==> src/rtl/byte_2_word.sv <==
// Pairs incoming bytes into 16-bit little-endian words, discarding a held low byte
// if its high byte does not arrive within TIMEOUT_CYCLES clocks.
module byte_2_word #(
  parameter int unsigned TIMEOUT_CYCLES = 16
) (
  input  logic        clk,
  input  logic        rst,
  input  logic        byte_dv,
  input  logic [7:0]  byteee,
  output logic        word_dv,
  output logic [15:0] word,
  output logic        busy,
  output logic        timeout_err
);

  localparam int unsigned CntW = $clog2(TIMEOUT_CYCLES);
  // Value held during the last cycle in which a high byte is still accepted.
  localparam logic [CntW-1:0] CntLast = CntW'(TIMEOUT_CYCLES - 1);

  typedef enum logic {StIdle, StWaitHigh} state_e;

  state_e          state_q, state_d;
  logic [CntW-1:0] cnt_q, cnt_d;
  logic [7:0]      low_q, low_d;
  logic [15:0]     word_q, word_d;
  logic            word_dv_q, word_dv_d;
  logic            timeout_err_q, timeout_err_d;

  always_comb begin
    state_d       = state_q;
    cnt_d         = cnt_q;
    low_d         = low_q;
    word_d        = word_q;
    word_dv_d     = 1'b0;
    timeout_err_d = 1'b0;

    unique case (state_q)
      StIdle: begin
        if (byte_dv) begin
          low_d   = byteee;
          cnt_d   = '0;
          state_d = StWaitHigh;
        end
      end
      StWaitHigh: begin
        // A byte in the final window cycle still wins over the timeout.
        if (byte_dv) begin
          word_d    = {byteee, low_q};
          word_dv_d = 1'b1;
          state_d   = StIdle;
        end else if (cnt_q == CntLast) begin
          low_d         = '0;
          cnt_d         = '0;
          timeout_err_d = 1'b1;
          state_d       = StIdle;
        end else begin
          cnt_d = cnt_q + CntW'(1);
        end
      end
      default: state_d = StIdle;
    endcase
  end

  always_ff @(posedge clk or posedge rst) begin
    if (rst) begin
      state_q       <= StIdle;
      cnt_q         <= '0;
      low_q         <= '0;
      word_q        <= '0;
      word_dv_q     <= 1'b0;
      timeout_err_q <= 1'b0;
    end else begin
      state_q       <= state_d;
      cnt_q         <= cnt_d;
      low_q         <= low_d;
      word_q        <= word_d;
      word_dv_q     <= word_dv_d;
      timeout_err_q <= timeout_err_d;
    end
  end

  assign word        = word_q;
  assign word_dv     = word_dv_q;
  assign timeout_err = timeout_err_q;
  assign busy        = (state_q == StWaitHigh);

endmodule

==> config.mk <==
export PLATFORM = sky130hd
export DESIGN_NAME = byte_2_word
export DESIGN_NICKNAME = d
export VERILOG_FILES = /design/src/rtl/byte_2_word.sv
export SDC_FILE = /design/constraint.sdc
export NUM_CORES = 1
export LEC_CHECK = 0
export BUFFER_PORTS_ARGS = -buffer_cell sky130_fd_sc_hd__clkbuf_2
export CAP_MARGIN = 10
export CORE_MARGIN = 2
export CORE_UTILIZATION = 40
export CTS_BUF_LIST = sky130_fd_sc_hd__clkbuf_16
export CTS_CLUSTER_DIAMETER = 40
export DETAILED_ROUTE_END_ITERATION = 10
export PLACE_DENSITY = 0.62
export SYNTH_ARGS = -nofsm -noshare
export SYNTH_HDL_FRONTEND = slang
export SYNTH_SLANG_ARGS = --single-unit
==> constraint.sdc <==
create_clock -name clk -period 1.9 [get_ports clk]
set_input_delay 0.19 -clock clk [delete_from_list [all_inputs] [get_ports clk]]
set_output_delay 0.19 -clock clk [all_outputs]
set_load 0.02 [all_outputs]
==> flow_summary.toml <==
[timing]
fmax_mhz = 654.7
finalCritPeriodShare_pct = 80.39
rsz0062_at_grt = "no"
hold_violations = 0
setup_viol = 0
worst_slew_pin_slew_ps = 404.9
skew_ps = 4.428
max-slew-margin-rel_pct = 73.01
setup_tns_ps = 0
drv_slew = 0
fin_ws_ps = 372.5
fin_crit_ps = 1527

[synth]
async_reset_ff_share_pct = 100.0
yosysTopAreaCell = "dfrtp_1"
synth_flop_cell = "dfrtp_1"
synth_area_leaders = "dfrtp_1 (63%), mux2_2 (15%), a22o_1 (5.7%)"
yosysTopAreaCellShare_pct = 62.94
ys_ff_latch = 31
synth.cells.most_frequent = "dfrtp_1 (31), mux2_2 (16), a22o_1 (8)"
synth_seq_area_share_pct = 62.94
yosysWarnings = 0
postSynthAreaPerCell_sq_um = 14.50
synthMostInstantiatedCell = "dfrtp_1"
synthCells = 85
synth_edf_count = 0
synth.distinct_cells = 18
synth_area_sq_mm = 0.001232
synth_fp_nets = 99

[floorplanning]
initial_core_util_pct = 41.04
io_pins = 30
rows = 20
die_w_microns = 59.51
fp.dieArea_sq_mm = 0.003541
fp.dieH_microns = 59.51
core_region_area_sq_mm = 0.003003

[detailed_routing]
drt-total-wl_microns = 2176
viasPerCell = 5.134
first_pass_iters = 4
drc = 0
vias = 806
drt-initial-drc-count = 24
wl_per_cell_microns = 13.86
ant_nets = 0

[power]
p_leak_nw = 0.7894
power.density_mw_per_mm2 = 1537
ir_drop_uv = 1056
power_w = 0.002467

[global_route]
busiest_layer = "met2"
grt_overflow = 0
grt_pass1_vias = 812
grt_first_pass_wirelength_microns = 3567
antenna_found_initial = 0
gr-usage-met1_pct = 16.36
grt_max_degree = 32
grt_util_all_layers_pct = 14.35
grtUsageMet3_pct = 5.240
grt_use_met2_pct = 22.29

[hold_path]
hp-class = "in2reg"

[placement]
hpwl_microns = 1579
io_buffers = 29
dp_slack_ps = 381.1
gp_congestion = 0.7105

[layout]
diodes = 0
drive_gt1_share_pct = 48.39
fin_util_pct = 53.46
area_delta_synth_final_pct = 30.25
nNetsFinal = 137

[cts]
ctsLongestPathBuffers = 2
cts_buffers = 5
clkTransAtPathRegs_ps = 50
cts_tree = "built"
cts_root_buffer = "clkbuf_16"
ctsHtreeMaxLevel = 2
cts.repair.resized = 0
clkLatencyLatePin_ps = 270
cts_sinks = 31

[setup_path]
crit_path_max_fanout = 12
end_kind = "flop"
crit_type = "reg2reg"
cp-start-kind = "flop"
arrival_ps = 1670
worstPathRequired_ps = 2040

[status]
status = "finished, final reports clean"

[job]
maxCapViolCount = 0
[what timing repair did]
action / CTS / global route
endpoints found under the hold margin: 31 / 0
hold buffers: 1 / 0
buffers inserted: 0 / 0
endpoints found under the setup margin: 0 / 0
[report_power, final]
| part | leakage [nW] | internal [W] | switching (W) |
|---|---|---|---|
| clock | 0.0812 | 0.000609 | 0.000252 |
| sequential | 0.383 | 0.000862 | 0.000112 |
| combinational | 0.325 | 0.000281 | 0.000350 |
| total | 0.789 | 0.00175 | 0.000714 |
[critical path: stages (launching register included)]
cell and delay (ps):
dfrtp_1 350, buf_4 200, inv_2 60, ha_1 380, inv_1 100, o21ai_0 190, o21ai_0 110
[final timing paths]
check / startpoint / to / slack (ps) / depth (start not counted)
setup / recovery: busy / cnt_q[2] / 370 / 6
hold / removal: byte_dv / timeout_err / 130 / 2
setup reg to reg: busy / cnt_q[2] / 370 / 6
hold reg to reg: low_q[7] / low_q[7] / 490 / 1
max in group asynchronous: rst / word[7] / 1100 / 4
min in group asynchronous: rst / word[12] / 520 / 4
[metrics by stage]
stage,hold WS [ps],instances,instance area [sq um]
after floorplan,260.8,85,1232
after global placement,262.1,148,1431
after detailed placement,268.6,148,1431
after CTS,127.2,157,1605
after global routing,128.1,157,1605
final,133.6,157,1605
[layout by cell type, fill, tap and decap left out, types with 3 or more instances in the layout]
master and count:
a22o_1 8, clkbuf_2 29, mux2_2 16, buf_4 4, nand3_1 6, inv_1 5, dfrtp_1 31, clkbuf_16 5
ha_1 3, o21ai_0 4
[cells by family after synthesis]
logic type,Yosys count,share of synthesized area (%)
AOI/OAI and AO/OA,15,9.747
adders and majority gates,3,3.046
buffers and inverters,9,3.249
DFF,31,62.94
muxes,17,15.43
and+or+nand+nor,10,5.584
[layout make-up]
cell class                      instances  area (sq um)
Clock buffer                            5         125.1
Inverter                                6         22.52
Fill cell                             266          1398
Tap cell                               33         41.29
Clock inverter                          3         38.79
Multi-Input combinational cell         45         416.7
Sequential cell                        31         775.7
Timing Repair Buffer                   34         185.2
[flip-flops by register name, summed over array words and instances, names as in the netlist]
register and flops:
timeout_err 1, cnt_q 4, word_dv 1, busy 1, low_q 8, word 16
[layer usage]
metal,wire length (microns),vias to the layer above
met5,0,-
met4,39,0
met3,98,4
met2,1054,22
met1,984,397
li1,-,383
Note: power is estimated with default switching activity, not from simulation.
